[src/rtl/id_ctrl_stage.sv]
// ID control decoder behind a 2-entry skid buffer (head + skid) with registered in_ready.
// Define HILO_INTERLOCK_EN to add the HI/LO busy counter that holds HI/LO users behind MULT/DIV.
module id_ctrl_stage #(
  parameter int unsigned DIV_CYCLES  = 33,
  parameter int unsigned MULT_CYCLES = 2
) (
  input  logic        clk,
  input  logic        rst,
  input  logic        in_valid,
  output logic        in_ready,
  input  logic [31:0] in_instr,
  input  logic [31:0] in_pc,
  input  logic        flush,
  output logic        out_valid,
  input  logic        out_ready,
  output logic [31:0] out_instr,
  output logic [31:0] out_pc,
  output logic [2:0]  mem_read_type,
  output logic        jump,
  output logic        mem_read,
  output logic        mem_write,
  output logic        alu_src_a,
  output logic        alu_src_b,
  output logic        reg_dst,
  output logic        imm_sel,
  output logic        hilo_we,
  output logic        reg_write,
  output logic        mem_to_reg,
  output logic        epc_sel,
  output logic        hilo_stall,
  output logic        hilo_busy
);

  localparam logic [5:0] OP_SPECIAL = 6'b000000;
  localparam logic [5:0] OP_REGIMM  = 6'b000001;
  localparam logic [5:0] OP_J       = 6'b000010;
  localparam logic [5:0] OP_JAL     = 6'b000011;
  localparam logic [5:0] OP_BEQ     = 6'b000100;
  localparam logic [5:0] OP_BNE     = 6'b000101;
  localparam logic [5:0] OP_BLEZ    = 6'b000110;
  localparam logic [5:0] OP_BGTZ    = 6'b000111;
  localparam logic [5:0] OP_ADDI    = 6'b001000;
  localparam logic [5:0] OP_ADDIU   = 6'b001001;
  localparam logic [5:0] OP_SLTI    = 6'b001010;
  localparam logic [5:0] OP_SLTIU   = 6'b001011;
  localparam logic [5:0] OP_ANDI    = 6'b001100;
  localparam logic [5:0] OP_ORI     = 6'b001101;
  localparam logic [5:0] OP_XORI    = 6'b001110;
  localparam logic [5:0] OP_LUI     = 6'b001111;
  localparam logic [5:0] OP_COP0    = 6'b010000;
  localparam logic [5:0] OP_LB      = 6'b100000;
  localparam logic [5:0] OP_LH      = 6'b100001;
  localparam logic [5:0] OP_LW      = 6'b100011;
  localparam logic [5:0] OP_LBU     = 6'b100100;
  localparam logic [5:0] OP_LHU     = 6'b100101;
  localparam logic [5:0] OP_SB      = 6'b101000;
  localparam logic [5:0] OP_SH      = 6'b101001;
  localparam logic [5:0] OP_SW      = 6'b101011;

  localparam logic [5:0] F_SLL     = 6'b000000;
  localparam logic [5:0] F_SRL     = 6'b000010;
  localparam logic [5:0] F_SRA     = 6'b000011;
  localparam logic [5:0] F_JR      = 6'b001000;
  localparam logic [5:0] F_JALR    = 6'b001001;
  localparam logic [5:0] F_SYSCALL = 6'b001100;
  localparam logic [5:0] F_BREAK   = 6'b001101;
  localparam logic [5:0] F_MFHI    = 6'b010000;
  localparam logic [5:0] F_MTHI    = 6'b010001;
  localparam logic [5:0] F_MFLO    = 6'b010010;
  localparam logic [5:0] F_MTLO    = 6'b010011;
  localparam logic [5:0] F_MULT    = 6'b011000;
  localparam logic [5:0] F_MULTU   = 6'b011001;
  localparam logic [5:0] F_DIV     = 6'b011010;
  localparam logic [5:0] F_DIVU    = 6'b011011;
  localparam logic [5:0] F_ERET    = 6'b011000;

  localparam logic [4:0] RT_BLTZAL = 5'b10000;
  localparam logic [4:0] RT_BGEZAL = 5'b10001;

  typedef struct packed {
    logic [2:0]  mem_read_type;
    logic        jump;
    logic        mem_read;
    logic        mem_write;
    logic        alu_src_a;
    logic        alu_src_b;
    logic        reg_dst;
    logic        imm_sel;
    logic        hilo_we;
    logic        reg_write;
    logic        mem_to_reg;
    logic        epc_sel;
    logic        hilo_dep;
    logic        is_div;
    logic        is_mult;
    logic [31:0] instr;
    logic [31:0] pc;
  } entry_t;

  localparam entry_t ENTRY_RST = '{mem_read_type: 3'b111, reg_write: 1'b1,
                                   mem_to_reg: 1'b1, epc_sel: 1'b1, default: '0};

  typedef enum logic [1:0] {S_EMPTY, S_ONE, S_FULL} state_e;

  state_e state_q, state_d;
  entry_t head_q, head_d, skid_q, skid_d, dec;
  logic   head_valid, accept, advance, stall;
  logic   load_head_in, load_head_skid, load_skid;

  logic [5:0] op, funct;
  logic [4:0] rt;
  assign op    = in_instr[31:26];
  assign funct = in_instr[5:0];
  assign rt    = in_instr[20:16];

  // Control decode of the incoming instruction
  always_comb begin
    dec       = ENTRY_RST;
    dec.instr = in_instr;
    dec.pc    = in_pc;
    case (op)
      OP_SPECIAL: begin
        case (funct)
          F_SLL, F_SRL, F_SRA: dec.alu_src_a = 1'b1;
          F_JR: begin
            dec.jump      = 1'b1;
            dec.reg_write = 1'b0;
          end
          F_JALR: begin
            dec.jump      = 1'b1;
            dec.alu_src_a = 1'b1;
            dec.imm_sel   = 1'b1;
          end
          F_SYSCALL, F_BREAK: dec.reg_write = 1'b0;
          F_MFHI, F_MFLO: dec.hilo_dep = 1'b1;
          F_MTHI, F_MTLO: begin
            dec.hilo_we   = 1'b1;
            dec.reg_write = 1'b0;
            dec.hilo_dep  = 1'b1;
          end
          F_MULT, F_MULTU: begin
            dec.hilo_we   = 1'b1;
            dec.reg_write = 1'b0;
            dec.hilo_dep  = 1'b1;
            dec.is_mult   = 1'b1;
          end
          F_DIV, F_DIVU: begin
            dec.hilo_we   = 1'b1;
            dec.reg_write = 1'b0;
            dec.hilo_dep  = 1'b1;
            dec.is_div    = 1'b1;
          end
          default: ;
        endcase
      end
      OP_REGIMM: begin
        dec.imm_sel = 1'b1;
        if (rt == RT_BLTZAL || rt == RT_BGEZAL) dec.alu_src_b = 1'b1;
        else                                    dec.reg_write = 1'b0;
      end
      OP_J: begin
        dec.jump      = 1'b1;
        dec.reg_write = 1'b0;
      end
      OP_JAL: begin
        dec.jump      = 1'b1;
        dec.alu_src_b = 1'b1;
        dec.imm_sel   = 1'b1;
      end
      OP_BEQ, OP_BNE, OP_BLEZ, OP_BGTZ: dec.reg_write = 1'b0;
      OP_ADDI, OP_ADDIU, OP_SLTI, OP_SLTIU,
      OP_ANDI, OP_ORI, OP_XORI, OP_LUI: dec.alu_src_b = 1'b1;
      OP_COP0: if (funct == F_ERET) dec.epc_sel = 1'b0;
      OP_LB, OP_LBU, OP_LH, OP_LHU, OP_LW: begin
        dec.mem_read   = 1'b1;
        dec.mem_to_reg = 1'b0;
        dec.alu_src_b  = 1'b1;
        case (op)
          OP_LB:   dec.mem_read_type = 3'b100;
          OP_LBU:  dec.mem_read_type = 3'b000;
          OP_LH:   dec.mem_read_type = 3'b101;
          OP_LHU:  dec.mem_read_type = 3'b001;
          default: dec.mem_read_type = 3'b010;
        endcase
      end
      OP_SB, OP_SH, OP_SW: begin
        dec.mem_write = 1'b1;
        dec.reg_write = 1'b0;
        dec.alu_src_b = 1'b1;
        case (op)
          OP_SB:   dec.mem_read_type = 3'b000;
          OP_SH:   dec.mem_read_type = 3'b001;
          default: dec.mem_read_type = 3'b010;
        endcase
      end
      default: ;
    endcase
    dec.reg_dst = ~dec.alu_src_b & ~(op == OP_SPECIAL && funct == F_JALR);
  end

  // Buffer occupancy register
  always_ff @(posedge clk or posedge rst) begin
    if (rst) state_q <= S_EMPTY;
    else     state_q <= state_d;
  end

  // Occupancy next state; flush wins over any accept
  always_comb begin
    state_d = state_q;
    if (flush) begin
      state_d = S_EMPTY;
    end else begin
      case (state_q)
        S_EMPTY: if (accept) state_d = S_ONE;
        S_ONE: begin
          if (advance && !accept)      state_d = S_EMPTY;
          else if (!advance && accept) state_d = S_FULL;
        end
        S_FULL:  if (advance) state_d = S_ONE;
        default: state_d = S_EMPTY;
      endcase
    end
  end

  // Handshake and load-steering outputs
  always_comb begin
    head_valid     = (state_q != S_EMPTY);
    in_ready       = (state_q != S_FULL);
    out_valid      = head_valid && !stall;
    hilo_stall     = stall;
    accept         = in_valid && in_ready;
    advance        = out_valid && out_ready;
    load_head_in   = accept && ((state_q == S_EMPTY) || (state_q == S_ONE && advance));
    load_skid      = accept && (state_q == S_ONE) && !advance;
    load_head_skid = advance && (state_q == S_FULL);
  end

  always_comb begin
    head_d = head_q;
    skid_d = skid_q;
    if (load_head_in)   head_d = dec;
    if (load_head_skid) head_d = skid_q;
    if (load_skid)      skid_d = dec;
  end

  always_ff @(posedge clk or posedge rst) begin
    if (rst) begin
      head_q <= ENTRY_RST;
      skid_q <= ENTRY_RST;
    end else begin
      head_q <= head_d;
      skid_q <= skid_d;
    end
  end

`ifdef HILO_INTERLOCK_EN
  localparam int unsigned CNT_W = $clog2(DIV_CYCLES + 1);
  logic [CNT_W-1:0] busy_cnt_q, busy_cnt_d;

  assign stall     = head_valid && head_q.hilo_dep && (busy_cnt_q != '0);
  assign hilo_busy = (busy_cnt_q != '0);

  // Charge HI/LO busy time on MULT/DIV transfer, otherwise drain to zero
  always_comb begin
    busy_cnt_d = busy_cnt_q;
    if (advance && head_q.is_div)       busy_cnt_d = CNT_W'(DIV_CYCLES);
    else if (advance && head_q.is_mult) busy_cnt_d = CNT_W'(MULT_CYCLES);
    else if (busy_cnt_q != '0)          busy_cnt_d = busy_cnt_q - CNT_W'(1);
  end

  always_ff @(posedge clk or posedge rst) begin
    if (rst) busy_cnt_q <= '0;
    else     busy_cnt_q <= busy_cnt_d;
  end
`else
  logic unused_hilo;
  assign stall       = 1'b0;
  assign hilo_busy   = 1'b0;
  assign unused_hilo = ^{head_q.hilo_dep, head_q.is_div, head_q.is_mult,
                         DIV_CYCLES[0], MULT_CYCLES[0]};
`endif

  assign out_instr     = head_q.instr;
  assign out_pc        = head_q.pc;
  assign mem_read_type = head_q.mem_read_type;
  assign jump          = head_q.jump;
  assign mem_read      = head_q.mem_read;
  assign mem_write     = head_q.mem_write;
  assign alu_src_a     = head_q.alu_src_a;
  assign alu_src_b     = head_q.alu_src_b;
  assign reg_dst       = head_q.reg_dst;
  assign imm_sel       = head_q.imm_sel;
  assign hilo_we       = head_q.hilo_we;
  assign reg_write     = head_q.reg_write;
  assign mem_to_reg    = head_q.mem_to_reg;
  assign epc_sel       = head_q.epc_sel;

endmodule

[config.mk]
export PLATFORM = sky130hd
export DESIGN_NAME = id_ctrl_stage
export DESIGN_NICKNAME = d
export VERILOG_FILES = /design/src/rtl/id_ctrl_stage.sv
export SDC_FILE = /design/constraint.sdc
export NUM_CORES = 1
export LEC_CHECK = 0
export BUFFER_PORTS_ARGS = -buffer_cell sky130_fd_sc_hd__buf_4
export CORE_MARGIN = 2
export CORE_UTILIZATION = 49
export DETAILED_ROUTE_END_ITERATION = 10
export PLACE_DENSITY = 0.76
export RECOVER_POWER = 25
export SYNTH_ARGS = -nofsm -noshare
export SYNTH_HDL_FRONTEND = slang
export SYNTH_SLANG_ARGS = --single-unit
[constraint.sdc]
create_clock -name clk -period 4.3 [get_ports clk]
set_input_delay 0.215 -clock clk [delete_from_list [all_inputs] [get_ports clk]]
set_output_delay 0.215 -clock clk [all_outputs]
set_load 0.01 [all_outputs]
==> run metrics, run 1 <==
Clock Skew 0.00477 ns; Diodes inserted 0; number of distinct library cells after synthesis 48; status finished, violations left; Power Internal 2.99 mW; origin of the worst setup path state_q[1]$_DFFE_PP0P_; clock tree from TritonCTS built; Register-to-Register Setup Slack 1.49 ns; endpoint type of the worst setup path flip-flop; register containing the most flip-flops in the final layout skid_q; tightest slew margin relative to the limit -24.4%; EDFF count, synth 0; number of cells after detailed placement 1005; vias per std cell 5.35; Comb pwr share 15.3%; cell chosen for the clock root clkbuf_16; final std cells w/o fill 1079; Switching Power 1.08 mW; post-DP HPWL 10.2 mm; minimum clock period after layout 2.81 ns; Synth top area share 54.6%; max FFs per register 78; row count 42; pwr/cell area 473 nW/µm²; H-tree levels 4; leakage 4.26 nW; # nets final 959; startpoint type of the worst setup path flip-flop; global-route wire length before repair 27.7 mm; hold path depth 3; switching portion of total power 26.6%; length in cells of the worst reg-to-reg path 6; hold_sp in_pc[25]; worst setup path category flip-flop to flip-flop; vertical extent of the die 121 µm; routability congestion estimate from global placement 0.808; Synth area leader dfrtp_1; critical path data arrival time 3.14 ns; effective utilization at floorplan 50.3%; relative area change from synthesis to final layout 28.6%; fraction of final layout cells sized beyond drive strength 1 14.8%; final-report setup violation count 0; highest-count cells in the layout ignoring fill and taps nand2_1, dfrtp_1, buf_4; vias in the first global route 5718; sum of negative setup slack 0 ns; PortBufs 148; gate count after technology mapping 726; first-iteration detailed-routing DRC count 530; asr flop ratio synth 100%; kind of path behind the tightest hold check primary input to flip-flop; CTS max path bufs 2; sequential-to-total area share from yosys stat 59.3%; # fillers 1082; quantity of gates resized following cts 0; overall overflow remaining after global route 0; area of the core 13300 µm²; final number of hold-violating endpoints 0; worst flop-to-flop path startpoint state_q[1]$_DFFE_PP0P_; Avg Inst Size Synth 9.22 µm²; Mapped Area 6690 µm²; Worst IR Drop VDD 0.243 mV; Worst-Margin Slew 1.86 ns; number of max-slew violations in the final report 40; number of storage elements in the synthesis netlist 158; share of total power in sequential cells 47.0%; commonest non-fill, non-tap cell in the layout nand2_1; Syn. warnings 0; remaining number of nets flagged by the antenna check after routing 0; Die Width 121 µm; die footprint 14600 µm²; ratio of final minimum period to clock period 65.2%; clock power share 37.8%; violated checks max-capacitance violations, max-slew violations; unrepaired setup endpoints after global routing no; top flip-flop cell by instance count after synthesis dfrtp_1; Highest Clock Rate 356 MHz; Num CTS Buffers 17; clock transition at the registers of the reported paths 0.06 ns; maximum fanout count along the critical path 78; source-to-sink clock delay at the later pin of the worst-skew pair 0.42 ns; I/O pin count 151; first-pass detailed-route iteration total 5; cell types with the largest area share after synthesis dfrtp_1, nand2_1, a22oi_1, dfstp_2, buf_2; required arrival time at the worst endpoint 4.64 ns; number of clock sinks seen by CTS 158; maxcap violations 1; via total after detailed routing 5774; maximum number of pins on one net before global-route repair 120; drt drc 0; antenna violations before repair 0; routed length per placed instance 15.8 µm; wire length after detailed routing 17.1 mm; GRT Overall Usage 24.3%
[cell type report]
cell class	count	area, µm²	share of cell area [%]
clock buffer	26	499	5.80
clock inverter	6	105	1.22
inverter	2	8.76	0.102
multi-input combinational	517	2490	29.0
sequential	158	3970	46.1
tap	176	220	2.56
timing repair buffer	194	1310	15.2
[stage by stage]
| stage | setup WS [ns] | area, µm² | power (mW) | hold WS [ns] | util (%) |
|---|---|---|---|---|---|
| 2_1_floorplan | 2.09 | 6700 | 2.27 | 0.281 | - |
| 3_3_place_gp | 1.58 | 7850 | 2.55 | 0.379 | 59.0 |
| 3_5_place_dp | 1.45 | 7850 | 2.59 | 0.386 | 59.0 |
| 4_1_cts | 1.45 | 8870 | 4.16 | 0.000364 | 66.7 |
| 5_1_grt | 1.28 | 8600 | 4.26 | 0.0102 | 64.7 |
| 6_report | 1.49 | 8600 | 4.07 | 0.0130 | 64.7 |
[power groups by stage]
stage / Sequential [mW] / Combinational [mW] / Clock, mW
after floorplan: 1.95 / 0.324 / 0
after global placement: 1.92 / 0.633 / 0
after detailed placement: 1.93 / 0.658 / 0
after CTS: 1.91 / 0.693 / 1.56
after global routing: 1.94 / 0.703 / 1.62
final: 1.91 / 0.621 / 1.54
[synthesized netlist by cell type (all sizes together), types with 2 or more instances]
master	count
nor2	14
nor2b	5
nor4	4
nor3b	3
dfrtp	146
inv	2
a31oi	2
clkbuf	19
nand2b	7
dfstp	12
a22oi	74
buf	31
nand3	3
and2	4
nand2	341
o21ai	24
a21oi	8
nand4	2
nor3	4
[logic make-up after synthesis]
logic type	after synthesis	synth area share (%)
xor+xnor	2	0.262
mux	1	0.168
other cells	1	0.0561
simple gates	395	24.4
flops	158	59.3
buf+inv	52	3.70
compound gates	117	12.1
[worst paths after layout]
kind	endpoint
setup / recovery	mem_read_type[2]$_DFFE_PP1P_
hold / removal	skid_q[25]$_DFFE_PP0P_
setup reg to reg	mem_read_type[2]$_DFFE_PP1P_
hold reg to reg	out_pc[14]$_DFFE_PP0P_
max in group asynchronous	skid_q[15]$_DFFE_PP0P_
min in group asynchronous	out_instr[7]$_DFFE_PP0P_
[routing by layer]
layer | GRT usage, % | vias to the layer above | share of wire (%)
li1 | - | 2722 | -
met3 | 4.62 | 33 | 5.9
met1 | 31.1 | 2809 | 42
met4 | 12.0 | 0 | 2.8
met2 | 39.5 | 210 | 49
met5 | 0 | - | 0
[what timing repair did]
action                                 4_1_cts  5_1_grt
setup buffers                                0        0
hold buffers                                42        0
endpoints found under the hold margin       69        0
[worst max-delay path, cell delays in order (launching register included)]
cell,delay (ns)
dfrtp_1,0.41
nor2b_1,0.19
and2_4,0.42
nor2_4,0.94
buf_4,0.49
a22oi_1,0.12
o21ai_0,0.13
Power figures use the tool's default switching activity.
==> run 2: changes to the inputs <==
==> constraint.sdc (replaced) <==
create_clock -name clk -period 2.5 [get_ports clk]
set_input_delay 0.125 -clock clk [delete_from_list [all_inputs] [get_ports clk]]
set_output_delay 0.125 -clock clk [all_outputs]
set_load 0.01 [all_outputs]
==> run 2 against run 1 <==
Compared with the run above: the flow now finishes without violations; global-route usage rose by 0.71 points; routed wire length rose by 2.5%; register-to-register slack got worse by 1.0 ns; critical endpoint is now reg_dst$_DFFE_PP0P_; largest cell class unchanged; largest power group unchanged.
==> run metrics, run 2 (synthesis gave the netlist of run 1 again) <==
wire length after detailed routing 17.5 mm (was 17.1 mm); Die Width 121 µm (unchanged); commonest non-fill, non-tap cell in the layout nand2_1 (unchanged); routability congestion estimate from global placement 0.783 (was 0.808); quantity of gates resized following cts 0 (unchanged); Max stage delay cell, worst path buf_4 (was nor2_4); maxcap violations 0 (was 1); relative area change from synthesis to final layout 36.4% (was 28.6%); clock transition at the registers of the reported paths 0.06 ns (about the same); die footprint 14600 µm² (unchanged); standard cell area after detailed placement 7910 µm² (was 7850 µm²); cell chosen for the clock root clkbuf_16 (unchanged); leakage 4.66 nW (was 4.26 nW); kind of path behind the tightest hold check primary input to flip-flop (unchanged); Power Internal 5.21 mW (was 2.99 mW); CTS max path bufs 2 (unchanged); Diodes inserted 0 (unchanged); drt drc 0 (unchanged); WHS 0.0196 ns (was 0.0130 ns); worst setup path category flip-flop to flip-flop (unchanged); ratio of final minimum period to clock period 81.6% (was 65.2%); area of the core 13300 µm² (unchanged); Switching Power 1.87 mW (was 1.08 mW); post-route standard cell area excluding fillers 9130 µm² (was 8600 µm²); vertical extent of the die 121 µm (unchanged); unrepaired setup endpoints after global routing no (unchanged); via total after detailed routing 5863 (was 5774); pwr/cell area 776 nW/µm² (was 473 nW/µm²); max FFs per register 78 (unchanged); required arrival time at the worst endpoint 2.86 ns (was 4.64 ns); routed length per placed instance 15.8 µm (about the same); PortBufs 148 (unchanged); source-to-sink clock delay at the later pin of the worst-skew pair 0.42 ns (about the same); maximum number of pins on one net before global-route repair 115 (was 120); row count 42 (unchanged); startpoint type of the worst setup path flip-flop (unchanged); overall overflow remaining after global route 0 (unchanged); vias in the first global route 5895 (was 5718); register containing the most flip-flops in the final layout skid_q (unchanged); vias per std cell 5.29 (was 5.35); antenna violations before repair 0 (unchanged); status completed (was finished, violations left); Worst-Margin Slew 1.50 ns (was 1.86 ns); sequential cell area 3970 µm² (unchanged); Clock Skew 0.00411 ns (was 0.00477 ns); fraction of final layout cells sized beyond drive strength 1 23.0% (was 14.8%); final number of hold-violating endpoints 0 (unchanged); final-report setup violation count 0 (unchanged); remaining number of nets flagged by the antenna check after routing 0 (unchanged); Highest Clock Rate 490 MHz (was 356 MHz); Post CTS Setup Buffer Count 0 (unchanged); area of the multi-input gates 2490 µm² (about the same); endpoint type of the worst setup path flip-flop (unchanged); clock power share 36.1% (was 37.8%); GRT Overall Usage 25.0% (was 24.3%); number of max-slew violations in the final report 0 (was 40); number of clock sinks seen by CTS 158 (unchanged); Comb pwr share 17.4% (was 15.3%); Num CTS Buffers 17 (unchanged); Worst IR Drop VDD 0.465 mV (was 0.243 mV); effective utilization at floorplan 50.3% (unchanged); highest-count cells in the layout ignoring fill and taps nand2_1, buf_4, dfrtp_1 (was nand2_1, dfrtp_1, buf_4); I/O pin count 151 (unchanged); maximum fanout count along the critical path 77 (was 78); H-tree levels 4 (unchanged); # fillers 993 (was 1082); minimum clock period after layout 2.04 ns (was 2.81 ns); first-pass detailed-route iteration total 5 (unchanged); cell chain of the critical path nor2b_1 > and2_4 > buf_4 > a22o_1 > a31o_1 (was nor2b_1 > and2_4 > nor2_4 > buf_4 > a22oi_1 > o21ai_0); clock tree from TritonCTS built (unchanged); switching portion of total power 26.4% (was 26.6%); largest stage delay on the critical path 0.65 ns (was 0.94 ns); share of total power in sequential cells 46.5% (was 47.0%); # nets final 988 (was 959); global-route wire length before repair 28.6 mm (was 27.7 mm); sum of negative setup slack 0 ns (unchanged); first-iteration detailed-routing DRC count 565 (was 530); critical path data arrival time 2.40 ns (was 3.14 ns); post-DP HPWL 10.8 mm (was 10.2 mm); tightest slew margin relative to the limit 0.236% (was -24.4%)
run 2: power groups by stage:
stage / clock [mW] / sequential (mW) / combinational [mW]
after floorplan: 0 / 3.35 / 0.558
after global placement: 0 / 3.30 / 1.11
after detailed placement: 0 / 3.33 / 1.15
after CTS: 2.60 / 3.29 / 1.24
after global routing: 2.73 / 3.34 / 1.37
final: 2.56 / 3.30 / 1.23
run 2: stage by stage:
step	util (%)	instances	setup WS (ns)	power, mW
6_report	68.6	1108	0.459	7.08
5_1_grt	68.6	1108	0.283	7.44
4_1_cts	68.8	1108	0.482	7.13
3_5_place_dp	59.5	1012	0.504	4.48
3_3_place_gp	59.5	1012	0.596	4.41
2_1_floorplan	-	727	0.384	3.91
run 2: worst paths after layout:
kind / depth (start not counted) / endpoint / slack (ns) / start
max in group asynchronous: 4 / out_pc[4]$_DFFE_PP0P_ / 0.69 / rst
min in group asynchronous: 4 / skid_q[27]$_DFFE_PP0P_ / 0.66 / rst
min reg2reg: 2 / out_instr[10]$_DFFE_PP0P_ / 0.47 / out_instr[10]$_DFFE_PP0P_
min: 3 / skid_q[60]$_DFFE_PP0P_ / 0.02 / in_instr[28]
max: 5 / reg_dst$_DFFE_PP0P_ / 0.46 / state_q[1]$_DFFE_PP0P_
max reg2reg: 5 / reg_dst$_DFFE_PP0P_ / 0.46 / state_q[1]$_DFFE_PP0P_
run 2: area by class of cell:
cell class / count / area share, %
clock buffers: 26 / 5.58
clock inverters: 6 / 0.877
inverters: 2 / 0.0960
multi-input cells: 517 / 27.3
flip-flops and latches: 158 / 43.5
well taps: 176 / 2.41
repair buffers: 223 / 20.2
run 2: routing by layer:
metal,global-route usage [%],wire (µm),vias up
li1,-,-,2775
met1,31.5,7320,2814
met2,40.7,8670,228
met3,4.91,817,46
met4,13.2,680,0
met5,0,0,-
run 2: timing repair:
item	CTS	global route
setup endpoints to repair	0	0
hold buffers	64	0
hold endpoints to repair	267	0
run 2: worst max-delay path, delay by kind of cell (launching register included):
family / cells / cell delay [ns]
simple gates: 2 / 0.50
compound gates: 2 / 0.36
flops: 1 / 0.41
buf+inv: 1 / 0.65
==> run 3: changes to the inputs <==
==> constraint.sdc (replaced) <==
create_clock -name clk -period 1.87 [get_ports clk]
set_input_delay 0.0935 -clock clk [delete_from_list [all_inputs] [get_ports clk]]
set_output_delay 0.0935 -clock clk [all_outputs]
set_load 0.01 [all_outputs]
==> run 3 against run 2 <==
Compared with the run above: global-route usage rose by 0.84 points; critical endpoint is now out_instr[9]$_DFFE_PP0P_; largest power group unchanged; critical path depth is 3 higher; register-to-register slack worse by 0.33 ns.
==> run metrics, run 3 (synthesis gave the netlist of run 1 again) <==
status completed (unchanged); clock power share 35.6% (was 36.1%); Worst IR Drop VDD 0.539 mV (was 0.465 mV); routed length per placed instance 16.2 µm (was 15.8 µm); Diodes inserted 0 (unchanged); final number of hold-violating endpoints 0 (unchanged); pwr/cell area 1030 nW/µm² (was 776 nW/µm²); final core utilization 68.7% (was 68.6%); layer with the highest usage met2 (unchanged); switching portion of total power 26.8% (was 26.4%); largest stage delay on the critical path 0.57 ns (was 0.65 ns); row count 42 (unchanged); post-DP HPWL 11.4 mm (was 10.8 mm); number of max-slew violations in the final report 0 (unchanged); commonest non-fill, non-tap cell in the layout nand2_1 (unchanged); unrepaired setup endpoints after global routing no (unchanged); leakage 4.62 nW (was 4.66 nW); remaining number of nets flagged by the antenna check after routing 0 (unchanged); required arrival time at the worst endpoint 2.23 ns (was 2.86 ns); cell chain of the critical path dlygate4sd3_1 > buf_4 > nand2b_1 > and2_2 > nor2_4 > buf_4 > nand2_1 > nand2_1 (was nor2b_1 > and2_4 > buf_4 > a22o_1 > a31o_1); routability congestion estimate from global placement 0.788 (was 0.783); register containing the most flip-flops in the final layout skid_q (unchanged); CTS max path bufs 2 (unchanged); final-report setup violation count 0 (unchanged); # nets final 998 (was 988); Die Width 121 µm (unchanged); Clock Skew 0.00580 ns (was 0.00411 ns); startpoint type of the worst setup path primary input (was flip-flop); area of the core 13300 µm² (unchanged); quantity of gates resized following cts 0 (unchanged); drt drc 0 (unchanged); maximum number of pins on one net before global-route repair 78 (was 115); overall overflow remaining after global route 0 (unchanged); Worst-Margin Slew 0.798 ns (was 1.50 ns); vertical extent of the die 121 µm (unchanged); minimum clock period after layout 1.77 ns; relative area change from synthesis to final layout 36.5% (was 36.4%); antenna violations before repair 0 (unchanged); clock tree from TritonCTS built (unchanged); met2 track demand over resource in global routing 44.1% (was 40.7%); vias per std cell 5.35 (was 5.29); max FFs per register 78 (unchanged); source-to-sink clock delay at the later pin of the worst-skew pair 0.42 ns (about the same); hold path depth 4 (was 3); number of cells after detailed placement 1019 (was 1012); endpoint with the worst hold slack state_q[0]$_DFFE_PP0P_ (was skid_q[60]$_DFFE_PP0P_); endpoint type of the worst setup path flip-flop (unchanged); Max stage delay cell, worst path dlygate4sd3_1 (was buf_4); first-pass detailed-route iteration total 6 (was 5); die footprint 14600 µm² (unchanged); hold_sp in_valid (was in_instr[28]); fraction of final layout cells sized beyond drive strength 1 21.0% (was 23.0%); I/O pin count 151 (unchanged); tightest slew margin relative to the limit 46.5% (was 0.236%); clock transition at the registers of the reported paths 0.06 ns (about the same); ratio of final minimum period to clock period 94.7%; wire length after detailed routing 18.1 mm (was 17.5 mm); Num CTS Buffers 17 (unchanged); worst setup path category primary input to flip-flop (was flip-flop to flip-flop); Switching Power 2.52 mW (was 1.87 mW); worst flop-to-flop path startpoint state_q[0]$_DFFE_PP0P_ (was state_q[1]$_DFFE_PP0P_); maxcap violations 0 (unchanged); # fillers 1012 (was 993); Comb pwr share 17.3% (was 17.4%); critical path data arrival time 2.13 ns (was 2.40 ns); share of total power in sequential cells 47.1% (was 46.5%); kind of path behind the tightest hold check primary input to flip-flop (unchanged); sequential cell area 3970 µm² (unchanged); maximum fanout count along the critical path 20 (was 77); global-route wire length before repair 29.6 mm (was 28.6 mm); terminus of the critical flop-to-flop path out_instr[9]$_DFFE_PP0P_ (was reg_dst$_DFFE_PP0P_); highest-count cells in the layout ignoring fill and taps nand2_1, dfrtp_1, buf_4 (was nand2_1, buf_4, dfrtp_1); Register-to-Register Setup Slack 0.13 ns (was 0.46 ns); area of the multi-input gates 2490 µm² (unchanged); PortBufs 148 (unchanged); GRT Overall Usage 25.8% (was 25.0%); effective utilization at floorplan 50.3% (unchanged); met1 GRT Util 32.4% (was 31.5%); Highest Clock Rate 565 MHz; vias in the first global route 6079 (was 5895); via total after detailed routing 5986 (was 5863); first-iteration detailed-routing DRC count 523 (was 565); met3 global-route usage 4.58% (was 4.91%); number of clock sinks seen by CTS 158 (unchanged); final std cells w/o fill 1118 (was 1108); length in cells of the worst reg-to-reg path 6 (was 5); Power Internal 6.86 mW (was 5.21 mW); cell chosen for the clock root clkbuf_16 (unchanged); H-tree levels 4 (unchanged)
==> run 3: cell types whose count changed in the layout (fill, tap and decap cells not counted), sizes merged <==
cell and change:
dlygate4sd3 +3, clkinv +1, clkbuf +19, buf -13
==> run 3: per-stage QoR <==
stage               instance area, µm²  setup slack, ns  TNS (ns)  power, mW  hold WS [ns]
floorplan                         6700           -0.215    -31.33       5.23         0.159
global placement                  7980            0.242         0       5.91         0.108
detailed placement                7980            0.161         0       6.01         0.107
CTS                               9220            0.139         0       9.47         0.160
global route                      9140           0.0179         0       9.82         0.188
finish                            9140           0.0999         0       9.38         0.166
==> run 3: what timing repair did <==
item	in CTS	in global routing
hold endpoints to repair	140	0
buffers inserted	0	0
hold buffers	67	0
endpoints found under the setup margin	0	0
==> run 3: power groups by stage <==
stage               clock network, mW  logic (mW)  registers [mW]
floorplan                           0       0.746            4.48
global placement                    0        1.49            4.42
detailed placement                  0        1.55            4.46
CTS                              3.39        1.67            4.41
global route                     3.53        1.81            4.48
finish                           3.34        1.62            4.42
==> run 3: worst max path at each step <==
stage,end,slack [ns],cells after the start,start
floorplan,alu_src_a$_DFFE_PP0P_,-0.21,1,rst
global placement,out_pc[29]$_DFFE_PP0P_,0.24,6,state_q[1]$_DFFE_PP0P_
detailed placement,out_instr[8]$_DFFE_PP0P_,0.16,6,state_q[1]$_DFFE_PP0P_
CTS,out_instr[14]$_DFFE_PP0P_,0.14,8,out_ready
global route,reg_dst$_DFFE_PP0P_,0.02,7,in_instr[27]
finish,out_instr[9]$_DFFE_PP0P_,0.1,8,out_ready
==> run 3: metal layers <==
metal / vias to the layer above / routed length, µm
met5: - / 0
met3: 48 / 859
met4: 0 / 522
li1: 2802 / -
met1: 2927 / 7270
met2: 209 / 9460
==> run 3: critical path: cells and delay by family <==
kind,cells,cell delay (ns)
buffers and inverters,3,1.08
AND/OR/NAND/NOR,5,0.94
==> run 3: layout make-up <==
cell class | count | area share, %
tap | 176 | 2.41
clock inverter | 7 | 0.931
clock buffer | 25 | 5.31
timing repair buffer | 233 | 20.5
inverter | 2 | 0.0959
sequential | 158 | 43.4
multi-input combinational | 517 | 27.3
